===== src/rtl/riscv_pkg.sv =====
// Shared machine-mode CSR constants: addresses, interrupt cause codes, bit positions.
package riscv_pkg;

  localparam logic [11:0] CSR_MSTATUS = 12'h300;
  localparam logic [11:0] CSR_MIE     = 12'h304;
  localparam logic [11:0] CSR_MTVEC   = 12'h305;
  localparam logic [11:0] CSR_MEPC    = 12'h341;
  localparam logic [11:0] CSR_MCAUSE  = 12'h342;
  localparam logic [11:0] CSR_MIP     = 12'h344;

  localparam logic [3:0] IRQ_M_TIMER = 4'd7;
  localparam logic [3:0] IRQ_M_EXT   = 4'd11;

  // mstatus bit positions
  localparam int unsigned MSTATUS_MIE  = 3;
  localparam int unsigned MSTATUS_MPIE = 7;
  // mie / mip bit positions (mip uses the same layout)
  localparam int unsigned MIE_MTIE = 7;
  localparam int unsigned MIE_MEIE = 11;

endpackage


===== src/rtl/irq_arbiter.sv =====
// Fixed-priority interrupt picker: external beats timer.
module irq_arbiter
  import riscv_pkg::*;
(
  input  logic       ext_pend,
  input  logic       timer_pend,
  output logic       valid,
  output logic [3:0] code
);

  // Select the highest-priority enabled-and-pending source
  always_comb begin
    valid = ext_pend | timer_pend;
    code  = '0;
    if (ext_pend)
      code = IRQ_M_EXT;
    else if (timer_pend)
      code = IRQ_M_TIMER;
  end

endmodule


===== src/rtl/csr_file.sv =====
// Machine-mode CSR file with CSRRW access, interrupt entry and mret return.
module csr_file
  import riscv_pkg::*;
#(
  parameter int unsigned     XLEN      = 32,
  parameter logic [XLEN-1:0] MTVEC_RST = '0
) (
  input  logic            clk,
  input  logic            rst_n,
  input  logic [31:0]     inst,
  input  logic            inst_valid,
  input  logic            csr_rd,
  input  logic            csr_wr,
  input  logic            is_mret,
  input  logic [XLEN-1:0] csr_wdata,
  input  logic [XLEN-1:0] pc,
  input  logic            timer_irq,
  input  logic            ext_irq,
  output logic [XLEN-1:0] csr_rdata,
  output logic            redirect,
  output logic [XLEN-1:0] redirect_pc
);

  logic [11:0]      csr_addr;
  logic             unused_inst;

  logic             mst_mie, mst_mpie;
  logic             mie_mtie, mie_meie;
  logic             mip_mtip, mip_meip;
  logic [XLEN-1:0]  mtvec;
  logic [XLEN-1:2]  mepc;
  logic             mcause_irq;
  logic [3:0]       mcause_code;

  logic             irq_valid;
  logic [3:0]       irq_code;
  logic             take_irq;
  logic             do_mret;
  logic             do_write;
  logic [XLEN-1:0]  rd_val;
  logic [XLEN-1:0]  trap_pc;

  assign csr_addr    = inst[31:20];
  assign unused_inst = ^inst[19:0];

  irq_arbiter u_irq_arbiter (
    .ext_pend   (mip_meip & mie_meie),
    .timer_pend (mip_mtip & mie_mtie),
    .valid      (irq_valid),
    .code       (irq_code)
  );

  assign take_irq = mst_mie & irq_valid & inst_valid;
  assign do_mret  = is_mret & inst_valid & ~take_irq;
  assign do_write = csr_wr & inst_valid & ~take_irq;

  // Trap target: base aligned to 4, plus 4*code in vectored mode
  always_comb begin
    trap_pc = {mtvec[XLEN-1:2], 2'b00};
    if (mtvec[1:0] == 2'b01)
      trap_pc = trap_pc + {{(XLEN-6){1'b0}}, irq_code, 2'b00};
  end

  // Redirect request and target for the PC-select logic
  always_comb begin
    redirect    = take_irq | (is_mret & inst_valid);
    redirect_pc = '0;
    if (take_irq)
      redirect_pc = trap_pc;
    else if (is_mret & inst_valid)
      redirect_pc = {mepc, 2'b00};
  end

  // Combinational read mux; unimplemented bits and addresses read 0
  always_comb begin
    rd_val = '0;
    case (csr_addr)
      CSR_MSTATUS: begin
        rd_val[MSTATUS_MIE]  = mst_mie;
        rd_val[MSTATUS_MPIE] = mst_mpie;
      end
      CSR_MIE: begin
        rd_val[MIE_MTIE] = mie_mtie;
        rd_val[MIE_MEIE] = mie_meie;
      end
      CSR_MTVEC:  rd_val = mtvec;
      CSR_MEPC:   rd_val = {mepc, 2'b00};
      CSR_MCAUSE: begin
        rd_val[XLEN-1] = mcause_irq;
        rd_val[3:0]    = mcause_code;
      end
      CSR_MIP: begin
        rd_val[MIE_MTIE] = mip_mtip;
        rd_val[MIE_MEIE] = mip_meip;
      end
      default: rd_val = '0;
    endcase
    csr_rdata = csr_rd ? rd_val : '0;
  end

  // Sample interrupt lines every cycle, independent of stalls
  always_ff @(posedge clk or negedge rst_n) begin
    if (!rst_n) begin
      mip_mtip <= 1'b0;
      mip_meip <= 1'b0;
    end else begin
      mip_mtip <= timer_irq;
      mip_meip <= ext_irq;
    end
  end

  // CSR state: trap entry overrides mret and software writes
  always_ff @(posedge clk or negedge rst_n) begin
    if (!rst_n) begin
      mst_mie     <= 1'b0;
      mst_mpie    <= 1'b0;
      mie_mtie    <= 1'b0;
      mie_meie    <= 1'b0;
      mtvec       <= MTVEC_RST;
      mepc        <= '0;
      mcause_irq  <= 1'b0;
      mcause_code <= '0;
    end else if (take_irq) begin
      mepc        <= pc[XLEN-1:2];
      mcause_irq  <= 1'b1;
      mcause_code <= irq_code;
      mst_mpie    <= mst_mie;
      mst_mie     <= 1'b0;
    end else if (do_mret) begin
      mst_mie  <= mst_mpie;
      mst_mpie <= 1'b1;
    end else if (do_write) begin
      case (csr_addr)
        CSR_MSTATUS: begin
          mst_mie  <= csr_wdata[MSTATUS_MIE];
          mst_mpie <= csr_wdata[MSTATUS_MPIE];
        end
        CSR_MIE: begin
          mie_mtie <= csr_wdata[MIE_MTIE];
          mie_meie <= csr_wdata[MIE_MEIE];
        end
        CSR_MTVEC:  mtvec <= csr_wdata;
        CSR_MEPC:   mepc  <= csr_wdata[XLEN-1:2];
        CSR_MCAUSE: begin
          mcause_irq  <= csr_wdata[XLEN-1];
          mcause_code <= csr_wdata[3:0];
        end
        default: ;
      endcase
    end
  end

endmodule


===== config.mk =====
export PLATFORM = sky130hd
export DESIGN_NAME = csr_file
export DESIGN_NICKNAME = d
export VERILOG_FILES = /design/src/rtl/riscv_pkg.sv /design/src/rtl/irq_arbiter.sv /design/src/rtl/csr_file.sv
export SDC_FILE = /design/constraint.sdc
export NUM_CORES = 1
export LEC_CHECK = 0
export BUFFER_PORTS_ARGS = -buffer_cell sky130_fd_sc_hd__buf_4
export CORE_MARGIN = 2
export CORE_UTILIZATION = 45
export CTS_CLUSTER_DIAMETER = 200
export DETAILED_ROUTE_END_ITERATION = 10
export GPL_ROUTABILITY_DRIVEN = 0
export PLACE_DENSITY = 0.76
export SLEW_MARGIN = 0
export SYNTH_ARGS = -nofsm -noshare
export SYNTH_HDL_FRONTEND = slang
export SYNTH_SLANG_ARGS = --single-unit

===== constraint.sdc =====
create_clock -name clk -period 5.8 [get_ports clk]
set_input_delay 0.29 -clock clk [delete_from_list [all_inputs] [get_ports clk]]
set_output_delay 0.29 -clock clk [all_outputs]
set_load 0.02 [all_outputs]

== Yosys cells after proc, flatten, opt, wreduce, memory -nomap -nowiden ==
Index checks and enable logic that the tools add are counted.

* Flip-flop bits (word level): 73
* Input bits: 104
* Output and inout bits: 65
* Word-level logic and storage cells: 75

* Add/sub/neg operators: 1
* Equality and inequality tests: 8
* Mux-type cells: 34
* Bitwise operators: 12
* Reduce and logical (&&, ||, !) cells: 10

{| class="wikitable"
|+ Operators by type and width
! kind !! count
|-
| 32-bit two-way mux || 4
|-
| 30-bit two-way mux || 4
|-
| 12-bit by 10-bit equality test with 1-bit output, second input constant || 6
|-
| 19-bit one-hot mux with 2 select lines || 1
|-
| 32-bit by 6-bit adder with 32-bit output || 1
|-
| 4-bit two-way mux || 5
|-
| 1-bit two-way mux || 12
|-
| 3-bit one-hot mux with 2 select lines || 2
|-
| 3-bit one-hot mux with 3 select lines || 1
|-
| 1-bit AND || 8
|-
| 1-bit one-hot mux with 4 select lines || 2
|-
| 4-bit AND reduction || 2
|-
| 3-bit AND reduction || 2
|-
| 2-bit nonzero test || 3
|-
| 3-bit nonzero test || 2
|-
| 1-bit one-hot mux with 5 select lines || 1
|-
| 3-bit two-way mux || 1
|-
| 1-bit one-hot mux with 3 select lines || 1
|-
| 2-bit by 1-bit equality test with 1-bit output, second input constant || 1
|-
| 2-bit != test, second input constant || 1
|-
| 1-bit inverter || 2
|-
| 1-bit OR || 2
|-
| 2-bit AND reduction || 1
|}

== Longest topological paths before layout ==
* Word-level depth: 9
* Mapped depth: 10
* Depth with buffers taken out: 9

== Cells and area by module ==
Synthesis repeated with hierarchy kept, for this count alone.

* Cells, all modules: 548
* Area, all modules: 4997.3 µm²

{| class="wikitable"
|+ By module, submodules not included
! module !! instances !! cells each !! area an instance (µm²) !! sequential area each (µm²)
|-
| csr_file || 1 || 543 || 4959.8 || 1826.8
|-
| irq_arbiter || 1 || 5 || 37.5 || 0.0
|}

== Worst setup path after synthesis ==
OpenSTA, ideal clock, no wires.

* Path kind: reg-to-output
* From: register mie_meie
* To: output redirect_pc[30]
* Data arrival time: 2.675 ns
* Data required time: 5.510 ns
* Path slack: 2.835 ns
* Cell stages (with the launch flop): 10
* Path buffers: 0
* Cells stage by stage: dfrtp_1 > a22o_1 > ha_1 > inv_1 > fa_1 > nor2b_1 > o21ai_1 > a2111oi_0 > xnor2_1 > o21ai_0

* Cells in the longest elaborated chain, start to end: 5
* Elaborated cells on any way between the ends: 8
* Classes of those cells: add/sub (1); mux (3); bitwise (4)

{| class="wikitable"
|+ Ends and longest elaborated chain
! item !! line !! text
|-
| start: declaration || csr_file.sv:28 || <nowiki>logic mie_mtie, mie_meie;</nowiki>
|-
| start signal: assignment || csr_file.sv:140 || <nowiki>mie_meie <= csr_wdata[MIE_MEIE];</nowiki>
|-
| 1-bit AND * || csr_file.sv:47 || <nowiki>.ext_pend (mip_meip & mie_meie),</nowiki>
|-
| 4-bit two-way mux or 1-bit OR (tied branches) || irq_arbiter.sv:15, irq_arbiter.sv:13 ||
|-
| 32-bit by 6-bit adder with 32-bit output or 1-bit AND (tied branches) || csr_file.sv:61, csr_file.sv:53 ||
|-
| 32-bit two-way mux or 1-bit AND (tied branches) || csr_file.sv:60, csr_file.sv:53 ||
|-
| 32-bit two-way mux * || csr_file.sv:68 || <nowiki>if (take_irq)</nowiki>
|-
| end: declaration || csr_file.sv:21 || <nowiki>output logic [XLEN-1:0] redirect_pc</nowiki>
|}

Mark *: on every way between the ends. The rest lies on a longest branch, timed or not.

== Worst setup path in the final report ==
* From: register mip_meip
* To: output redirect_pc[30]

* Cells in the longest elaborated chain, start to end: 5
* Elaborated cells on any way between the ends: 8
* Classes of those cells: add/sub (1); mux (3); bitwise (4)

{| class="wikitable"
|+ Ends and longest elaborated chain
! item !! line !! text
|-
| start: declaration || csr_file.sv:29 || <nowiki>logic mip_mtip, mip_meip;</nowiki>
|-
| start signal: assignment || csr_file.sv:108 || <nowiki>mip_meip <= ext_irq;</nowiki>
|-
| 1-bit AND * || csr_file.sv:47 ||
|-
| 4-bit two-way mux or 1-bit OR (tied branches) || irq_arbiter.sv:15, irq_arbiter.sv:13 ||
|-
| 32-bit by 6-bit adder with 32-bit output or 1-bit AND (tied branches) || csr_file.sv:61, csr_file.sv:53 ||
|-
| 32-bit two-way mux or 1-bit AND (tied branches) || csr_file.sv:60, csr_file.sv:53 ||
|-
| 32-bit two-way mux * || csr_file.sv:68 ||
|}

Marks and branches as above.

==> out/results.tsv <==
stage	metric	value	unit
layout	most frequent cells in the layout	buf_4 (152), dfrtp_1 (73), nand2_1 (57)	
floorplan	Die Ht	111	um
critical_path	max incr delay on CP	790	ps
global_routing	vias in the first global route	4727	
placement	port bufs	144	
timing	Slew Viols, Final	0	
pwr	P per Cell Area	186	nW/um2
drt	post-route ant nets	0	
clocking	Post-CTS Hold Buffers	0	
clocking	postcts setup bufs	0	
drt	DRC Markers	0	
layout	fin area	6600	um2
critical_path	critical-path cell list	a22o_1 -> ha_1 -> inv_1 -> fa_1 -> nor2b_1 -> o21ai_1 -> a2111oi_0 -> xnor2_1 -> o21ai_0 -> buf_4	
drt	router iterations before antenna repair	5	
timing	fmax	254	MHz
layout	antenna cell count	0	
layout	Layout area overhead	28.0	%
global_routing	GRT Overall Usage	0.239	
layout	commonest non-fill, non-tap cell in the layout	buf_4	
clocking	CTS sink cnt	73	
synth	Syn Std Cell Area	5160	um2
critical_path	critical path class	reg -> out	
placement	Placed Area	6270	um2
critical_path	CP max FO	8	
timing	fin crit share	0.679	
worst_hold_path	Hold Crit Class	in -> reg	
layout	fillcell total	998	
critical_path	critical path arrival	3650	ps
clocking	Root Driver	clkbuf_16	
synth	EDFF count, synth	0	
synth	top_reg_cell synth	dfrtp_1	
synth	sequential share of the synthesized area	0.354	
clocking	clock-pin transition on the worst setup and hold timing paths	60	ps
layout	share of cells above drive strength 1	0.313	
pwr	Leak Pwr	3.01	nW
timing	Tmin final	3940	ps
layout	Final Net Count	786	
drt	number of DRC markers in iteration 0	332	
synth	Mapped Cells	555	
critical_path	CP Capture Type	primary output	
clocking	Num CTS Buffers	9	
placement	post-detail-place hpwl	10.2	mm
floorplan	Core ar.	11300	um2
timing	clock skew	4.49	ps
critical_path	flop2flop setup slack	2920	ps
run	Max-Cap Viols	0	
global_routing	initial antenna violation count	0	
layout	non-filler cells, final	826	
global_routing	total gr overflow	0	
timing	Slew @ Worst Pin	1150	ps
floorplan	# IOs	169	
synth	syn avg cell area	9.29	um2
run_status	status	finished, final reports clean	
clocking	worst skew pair latency	330	ps
critical_path	Critical Path RT	5510	ps
timing	TNS Setup	0	ps
placement	Cells after DPL	810	
timing	Final setup viols	0	
timing	final hold slack	74.1	ps
clocking	CTS tree	built	
drt	WL final	14.8	mm
timing	final hold vios	0	
layout	Finished Core Util	0.583	
timing	setup ws final	1860	ps
floorplan	# rows	39	
drt	Via Count	4749	
timing	unrepaired setup endpoints after global routing	false	
drt	wire per inst	17.9	um
critical_path	Setup crit start kind	flip-flop	
synth	asr flop ratio synth	1.00	
floorplan	total die area	12300	um2
synth	Synth warnings	0	
floorplan	die width	111	um
floorplan	Initial Util	0.456	
timing	Slew headroom	0.228	
pwr	Final Power	1.23	mW
drt	Vias/cell	5.75	
global_routing	pin count of the biggest net entering global routing	74	
synth	synth unique cells	59	
synth	FF+latch count, synth	73	
clocking	Max Buffers Root-to-Sink	2	
clocking	post-CTS resize count	0	
pwr	VDD IR max	0.112	mV
placement	dpl ws	2300	ps
clocking	H-tree depth	3	
critical_path	Max stage delay cell, worst path	a2111oi_0	
global_routing	first-pass GRT wire length	23.8	mm
## report_power, final
group          internal, mW  switching, mW  total, mW
sequential            0.513        0.00353      0.517
clock                 0.399          0.216      0.614
combinational        0.0499         0.0483     0.0982
## metal layers
layer	routed length, um	GRT usage
met5	0	0
met4	226	0.0749
met3	829	0.0377
met2	7070	0.393
met1	6640	0.325
## synthesized netlist by cell type, drive strengths merged, types with 2 or more instances
cell / n / area (um2)
mux2: 36 / 518
a211o: 2 / 17.5
a211oi: 9 / 67.6
nor2b: 35 / 219
a221oi: 2 / 17.5
nand3: 50 / 250
o21ai: 63 / 315
clkbuf: 16 / 62.6
nor3: 7 / 46.3
nor2: 12 / 52.6
and2: 5 / 31.3
nor4: 2 / 27.5
xnor2: 24 / 210
a2111oi: 6 / 67.6
and4: 4 / 35.0
nand4: 7 / 43.8
o22ai: 2 / 12.5
and3: 6 / 37.5
or2: 2 / 15.0
a22oi: 31 / 233
buf: 25 / 169
a22o: 2 / 17.5
a21oi: 13 / 68.8
dfrtp: 73 / 1830
mux2i: 35 / 350
nand2: 58 / 220
xor2: 2 / 17.5
inv: 7 / 26.3
ha: 3 / 37.5
## state kept, by name (all words and copies together) (netlist names)
name         count
mie_meie         1
mip_mtip         1
mcause_irq       1
mtvec           32
mepc            30
mie_mtie         1
mst_mpie         1
mst_mie          1
mcause_code      4
mip_meip         1
## worst max-delay path, delay by kind of cell (launching register included)
family          cells  cell delay [ps]
compound gates      4             1580
fa+ha+maj           2              620
flops               1              460
simple gates        1              280
buf+inv             2              250
xor+xnor            1              130
## cell families (layout without fill, tap and decap cells)
family	count (synthesis)	after routing	share of synthesized area
muxes	71	71	0.168
and+or+nand+nor	196	196	0.204
buffers and inverters	48	175	0.0500
other	1	2	0.000727
AOI/OAI and AO/OA	136	136	0.167
adders and majority gates	4	4	0.0112
xor gates and xnor gates	26	26	0.0442
DFF	73	73	0.354
## final cells by class
| cell class | instances | area [um2] | share of cell area |
|---|---|---|---|
| timing repair buffer | 152 | 1140 | 0.173 |
| sequential | 73 | 1830 | 0.277 |
| multi-input combinational | 435 | 3100 | 0.469 |
| clock buffer | 11 | 253 | 0.0383 |
| clock inverter | 5 | 77.6 | 0.0118 |
| inverter | 7 | 26.3 | 0.00398 |
| tap | 143 | 179 | 0.0271 |
## final timing paths
kind	startpoint	end	cells past startpoint
worst max-delay path	mip_meip$_DFF_PN0_	redirect_pc[30]	10
worst min-delay path	timer_irq	mip_mtip$_DFF_PN0_	1
worst max register to register	mip_meip$_DFF_PN0_	mie_mtie$_DFFE_PN0P_	6
worst min register to register	mcause_code[1]$_DFFE_PN0P_	mcause_code[1]$_DFFE_PN0P_	2
max in group asynchronous	rst_n	mtvec[16]$_DFFE_PN0P_	1
min in group asynchronous	rst_n	mcause_code[0]$_DFFE_PN0P_	1
(Power assumes the default switching activity.)
